--- config.mk ---
export PLATFORM = sky130hd
export DESIGN_NAME = madd_acc_unit
export DESIGN_NICKNAME = d
export VERILOG_FILES = /design/src/rtl/madd_acc_unit_pkg.sv /design/src/rtl/madd_acc_unit_mult32x32.sv /design/src/rtl/madd_acc_unit.sv
export SDC_FILE = /design/constraint.sdc
export NUM_CORES = 2
export LEC_CHECK = 0
export ABC_AREA = 1
export CAP_MARGIN = 20
export CORE_UTILIZATION = 30
export CTS_CLUSTER_DIAMETER = 150
export DETAILED_ROUTE_END_ITERATION = 10
export HOLD_SLACK_MARGIN = 0.08
export PLACE_DENSITY_LB_ADDON = 0.05
export SLEW_MARGIN = 5
export SYNTH_ARGS = -nofsm -noshare
export SYNTH_HDL_FRONTEND = slang
export SYNTH_SLANG_ARGS = --single-unit
export TNS_END_PERCENT = 20
--- constraint.sdc ---
create_clock -name clk -period 27.5 [get_ports clk]
set_input_delay 5.5 -clock clk [delete_from_list [all_inputs] [get_ports clk]]
set_output_delay 5.5 -clock clk [all_outputs]
set_load 0.01 [all_outputs]
--- src/rtl/madd_acc_unit_pkg.sv ---
// Shared types and constants for the multiply-accumulate execution unit:
// ALU opcode encodings, reset level and FSM state encoding.
// Purely declarative; no timing or flow control of its own.
package madd_acc_unit_pkg;

    localparam int ALUOP_W = 8;
    localparam int DATA_W  = 32;
    localparam int PROD_W  = 64;

    localparam logic RST_ENABLE = 1'b1;

    localparam logic [DATA_W-1:0] ZERO_WORD = '0;

    localparam logic [ALUOP_W-1:0] EXE_NOP_OP   = 8'b0000_0000;
    localparam logic [ALUOP_W-1:0] EXE_MADD_OP  = 8'b1010_0110;
    localparam logic [ALUOP_W-1:0] EXE_MADDU_OP = 8'b1010_1000;
    localparam logic [ALUOP_W-1:0] EXE_MSUB_OP  = 8'b1010_1010;
    localparam logic [ALUOP_W-1:0] EXE_MSUBU_OP = 8'b1010_1011;

    typedef enum logic [1:0] {
        ST_IDLE = 2'd0,
        ST_MUL  = 2'd1,
        ST_ACC  = 2'd2,
        ST_DONE = 2'd3
    } mac_state_t;

    function automatic logic is_mac_op(input logic [ALUOP_W-1:0] op);
        return (op == EXE_MADD_OP)  || (op == EXE_MADDU_OP) ||
               (op == EXE_MSUB_OP)  || (op == EXE_MSUBU_OP);
    endfunction

    function automatic logic is_signed_op(input logic [ALUOP_W-1:0] op);
        return (op == EXE_MADD_OP) || (op == EXE_MSUB_OP);
    endfunction

    function automatic logic is_sub_op(input logic [ALUOP_W-1:0] op);
        return (op == EXE_MSUB_OP) || (op == EXE_MSUBU_OP);
    endfunction

endpackage

--- src/rtl/madd_acc_unit_mult32x32.sv ---
// Combinational DATA_W x DATA_W multiplier, signed or unsigned per signed_i.
// Zero latency; no flow control. Replaceable by a pipelined multiplier later.
module madd_acc_unit_mult32x32
    import madd_acc_unit_pkg::*;
#(
    parameter int MUL_W = DATA_W
) (
    input  logic               signed_i,
    input  logic [MUL_W-1:0]   a_i,
    input  logic [MUL_W-1:0]   b_i,
    output logic [2*MUL_W-1:0] prod_o
);

    logic               a_neg;
    logic               b_neg;
    logic [MUL_W-1:0]   a_mag;
    logic [MUL_W-1:0]   b_mag;
    logic [2*MUL_W-1:0] prod_mag;

    // Magnitude multiply, then restore the sign; -(MIN) wraps to MIN, which is
    // still the correct unsigned magnitude.
    assign a_neg    = signed_i & a_i[MUL_W-1];
    assign b_neg    = signed_i & b_i[MUL_W-1];
    assign a_mag    = a_neg ? -a_i : a_i;
    assign b_mag    = b_neg ? -b_i : b_i;
    assign prod_mag = (2*MUL_W)'(a_mag) * (2*MUL_W)'(b_mag);
    assign prod_o   = (a_neg ^ b_neg) ? -prod_mag : prod_mag;

endmodule

--- src/rtl/madd_acc_unit.sv ---
// EX-stage MADD/MADDU/MSUB/MSUBU unit: multiply, then accumulate into HI/LO.
// Latency: accept cycle 0, multiply cycle 1, HI/LO write cycle 2 (held while stall_i).
// Raises stallreq_o during accept and multiply; flush_i or reset drops the operation.
module madd_acc_unit
    import madd_acc_unit_pkg::*;
#(
    parameter int DATA_W = madd_acc_unit_pkg::DATA_W,
    parameter int PROD_W = madd_acc_unit_pkg::PROD_W
) (
    input  logic               clk,
    input  logic               Rst_n,
    input  logic [ALUOP_W-1:0] aluop_i,
    input  logic [DATA_W-1:0]  reg1_i,
    input  logic [DATA_W-1:0]  reg2_i,
    input  logic [DATA_W-1:0]  hi_i,
    input  logic [DATA_W-1:0]  lo_i,
    input  logic               stall_i,
    input  logic               flush_i,
    output logic               stallreq_o,
    output logic               whilo_o,
    output logic [DATA_W-1:0]  hi_o,
    output logic [DATA_W-1:0]  lo_o,
    output logic               busy_o
);

    mac_state_t         state_q;
    mac_state_t         state_d;
    logic [ALUOP_W-1:0] op_q;
    logic [DATA_W-1:0]  opa_q;
    logic [DATA_W-1:0]  opb_q;
    logic [PROD_W-1:0]  prod_q;
    logic [PROD_W-1:0]  mult_prod;
    logic [PROD_W-1:0]  hilo;
    logic [PROD_W-1:0]  acc;
    logic               rst_act;
    logic               is_mac;
    logic               accept;

    assign rst_act = (Rst_n == RST_ENABLE);
    assign is_mac  = is_mac_op(aluop_i);
    assign accept  = (state_q == ST_IDLE) && is_mac && !flush_i;

    madd_acc_unit_mult32x32 #(
        .MUL_W    (DATA_W)
    ) u_mult (
        .signed_i (is_signed_op(op_q)),
        .a_i      (opa_q),
        .b_i      (opb_q),
        .prod_o   (mult_prod)
    );

    // HI/LO are read here rather than at accept so an older in-flight write is seen.
    assign hilo = {hi_i, lo_i};
    assign acc  = is_sub_op(op_q) ? (hilo - prod_q) : (hilo + prod_q);

    always_ff @(posedge clk) begin
        if (rst_act) begin
            state_q <= ST_IDLE;
            op_q    <= EXE_NOP_OP;
            opa_q   <= ZERO_WORD;
            opb_q   <= ZERO_WORD;
            prod_q  <= '0;
        end else begin
            state_q <= state_d;
            if (accept) begin
                op_q  <= aluop_i;
                opa_q <= reg1_i;
                opb_q <= reg2_i;
            end
            if (state_q == ST_MUL) begin
                prod_q <= mult_prod;
            end
        end
    end

    always_comb begin
        state_d    = state_q;
        stallreq_o = 1'b0;
        whilo_o    = 1'b0;
        hi_o       = ZERO_WORD;
        lo_o       = ZERO_WORD;
        busy_o     = (state_q != ST_IDLE);

        unique case (state_q)
            ST_IDLE: begin
                stallreq_o = is_mac;
                if (accept) begin
                    state_d = ST_MUL;
                end
            end
            ST_MUL: begin
                stallreq_o = 1'b1;
                state_d    = flush_i ? ST_IDLE : ST_ACC;
            end
            ST_ACC: begin
                if (flush_i) begin
                    state_d = ST_IDLE;
                end else begin
                    whilo_o = 1'b1;
                    hi_o    = acc[PROD_W-1:DATA_W];
                    lo_o    = acc[DATA_W-1:0];
                    if (!stall_i) begin
                        state_d = ST_DONE;
                    end
                end
            end
            // One dead cycle so the instruction still on aluop_i is not re-accepted.
            ST_DONE: begin
                state_d = ST_IDLE;
            end
            default: begin
                state_d = ST_IDLE;
            end
        endcase

        if (rst_act) begin
            stallreq_o = 1'b0;
            whilo_o    = 1'b0;
            hi_o       = ZERO_WORD;
            lo_o       = ZERO_WORD;
            busy_o     = 1'b0;
        end
    end

endmodule
==> results_dict.tcl <==
set metrics [dict create \
    power.density_nw_per_um2 18.2 \
    slowest_delay_ns 0.54 \
    finalMaxSlewViolations 0 \
    worstSkewPairLatency_ns 0.52 \
    ys_types 57 \
    hp-class "flop to flop" \
    ys_warn_count 0 \
    wl_per_cell_um 22.8 \
    syn_area_per_cell_um2 6.94 \
    synth.area.top_cells "fa_1 36%, inv_1 12%, nand2_1 12%" \
    tightest_slew_ns 1.13 \
    drive_gt1_frac 0.0388 \
    synth_nets 8469 \
    end_kind "output port" \
    clk_pin_slew_ns 0.06 \
    routed_wl_um 214000 \
    via_count 45100 \
    crit_chain "clkdlybuf4s50_1 -> ha_1 -> nand3_1 -> nand2_1 -> a21boi_0 -> o21bai_1 -> nand2_1 -> nand2_1 -> a21oi_1 -> o21bai_1 -> a21oi_1 -> o21ai_0 -> nand2_1 -> nand3_1 -> nand2_1 -> nor2_1 -> clkdlybuf4s50_1" \
    coreArea_um2 163000 \
    netlist.area_leader.share 0.364 \
    fin_crit_sh 0.532 \
    ctsResizeCount 0 \
    cp-start-kind "input pin" \
    clock_skew_ns 0.0206 \
    syn_area_um2 49300 \
    path_common_cell "nand2_1" \
    port_buffers 206 \
    gp_congestion 0.927 \
    yosysSeqAreaShare 0.0560 \
    ir_drop_uv 53.6 \
    grt_start_max_net_pins 72 \
    detail_route.vias_per_cell 4.80 \
    grt_overflow 0 \
    numCtsBuffers 17 \
    htree_levels 4 \
    worstRegToRegCells 39 \
    drc 0 \
    postCtsSetupRepairBufs 0 \
    dieArea_um2 166000 \
    holdBufCountCts 0 \
    grtUsageTotal 0.261 \
    finalSetupViolCount 0 \
    ff2ff_setup_slack_ns 15.33 \
    die_width_um 407 \
    crit_slowest_cell "clkdlybuf4s50_1" \
    antenna_found_initial 12 \
    yosys_most_used_dff "dfxtp_1" \
    root_buffer "clkbuf_16" \
    hold_violations 0 \
    crit_type "input pin to output port" \
    ys_async_sr_fraction 0 \
    startpoint "lo_i[2]" \
    fin_nets 8577 \
    ant_nets 0 \
    maxSlewHeadroom 0.239 \
    cts.sinks 138 \
    clockBufferDepth 2 \
    synth-seq-cells 138 \
    p_leak_nw 28.3 \
    min_period_ns 14.63 \
    tns_ns 0 \
    first_global_vias 47500 \
    worstPathArrival_ns 9.13 \
    hold_depth 2 \
    crit_fanout 4 \
    io_pins 207 \
    hpwl_um 177000 \
    synth-edff-count 0 \
    worstPathRequired_ns 22.00 \
    drtIter0Drc 2911 \
    fmax_mhz 68.4 \
    row_count 148 \
    first_pass_iters 5 \
    min_to "op_q[6]$_SDFFE_PP0P_" \
    syn_inst 7102 \
    min_from "op_q[6]$_SDFFE_PP0P_" \
    r2r_start "op_q[4]$_SDFFE_PP0P_" \
    die_y_um 407 \
    drv.max_cap_violation_count 0 \
    initial_utilization 0.303 \
    area_growth_pct 11.1 \
    grt_pass1_wl_um 320000 \
    outcome "complete, no violations" \
    worstReg2RegEnd "prod_q[63]$_SDFFE_PP0N_" \
    grt_setup_unrepaired "no" \
    cts_tree "done" \
    hold_ws_ns 0.439 \
    yosys.area.top_type "fa_1" \
]
## worst max-delay path: cells and delay by family
| kind | cells | cell delay (ns) |
|---|---|---|
| compound gates | 6 | 1.48 |
| buf+inv | 2 | 0.96 |
| simple gates | 8 | 0.84 |
| fa+ha+maj | 1 | 0.34 |
## worst max-delay path by stage
| stage | slack, ns | depth (start not counted) | to |
|---|---|---|---|
| floorplan | 14.23 | 18 | hi_o[30] |
| global placement | 12.86 | 21 | hi_o[30] |
| detailed placement | 12.88 | 17 | hi_o[25] |
| CTS | 12.87 | 17 | hi_o[25] |
| global route | 12.48 | 19 | hi_o[25] |
| finish | 12.87 | 17 | hi_o[25] |
## state kept, by name (all words and copies together), names as in the netlist
signal and cells:
state_q 2, op_q 8, opa_q 32, opb_q 32
prod_q 64
## power breakdown
part	internal (mW)	switching [mW]
logic	0.173	0.373
clock network	0.135	0.112
registers	0.202	0.00342
## layout make-up
type | count | area, µm²
Multi-Input combinational cell | 5095 | 39700
Inverter | 1646 | 6180
Tap cell | 2175 | 2720
Sequential cell | 138 | 2760
Clock inverter | 14 | 159
Antenna cell | 1 | 2.50
Clock buffer | 18 | 429
Timing Repair Buffer | 312 | 2860
Fill cell | 18000 | 108000
## metal layers
metal	up-vias	global-route usage	wire length (µm)
met1	22600	0.361	101000
met5	-	0	27
met4	4	0.0590	5200
li1	21200	-	-
met3	196	0.0231	7960
met2	1069	0.440	100000
## Yosys cell counts, drive strengths merged (25+ instances only)
master	instances
nor2	1036
nand2	1640
buf	56
clkbuf	167
a21oi	330
xnor2	26
fa	897
nand4	38
dfxtp	138
nor3	54
xor2	143
ha	330
inv	1634
o21ai	248
a31oi	25
nand3	207
nor4	29
## metrics by stage
stage | cell area (µm²) | power [mW] | worst slack (ns) | instances | utilization
2_1_floorplan | 49300 | 0.552 | 14.23 | 7102 | -
3_3_place_gp | 54200 | 0.755 | 12.86 | 9365 | 0.333
3_5_place_dp | 54200 | 0.747 | 12.88 | 9365 | 0.333
4_1_cts | 54800 | 1.00 | 12.87 | 9397 | 0.336
5_1_grt | 54800 | 1.07 | 12.48 | 9398 | 0.336
6_report | 54800 | 0.999 | 12.87 | 9399 | 0.336
## placed cells by master (no fill, tap or decap), types with 6 or more instances in the layout
cell type	netlist	layout
nor2_2	17	19
ha_1	330	330
xnor2_1	26	26
o21bai_1	13	13
o221ai_1	9	9
nand3_1	195	195
nand3_2	12	12
buf_4	11	105
o21ai_1	12	11
a21o_1	6	6
nand2_1	1615	1612
dfxtp_1	138	138
nor3_2	6	6
xor2_2	7	32
nor3_1	46	46
or2_2	10	10
clkinv_1	11	11
nand4_1	38	38
clkdlybuf4s50_1	0	205
o211ai_1	8	8
xor2_1	135	108
a21boi_0	6	6
inv_2	13	15
o21a_1	8	8
a21oi_1	329	329
clkbuf_16	0	17
nor2_1	1018	1015
fa_1	897	897
nand2_2	25	27
o21ai_0	231	230
nor4_1	29	29
inv_1	1620	1618
a31oi_1	24	24
inv_6	1	6
## kinds of logic after synthesis
| group | after synthesis | share of synthesized area |
|---|---|---|
| buffers and inverters | 1869 | 0.145 |
| AO/OA/AOI/OAI | 668 | 0.0730 |
| flip-flops | 138 | 0.0560 |
| AND/OR/NAND/NOR | 3031 | 0.247 |
| adder cells (fa/ha/maj) | 1227 | 0.448 |
| XOR/XNOR | 169 | 0.0315 |
Power figures use the tool's default switching activity.
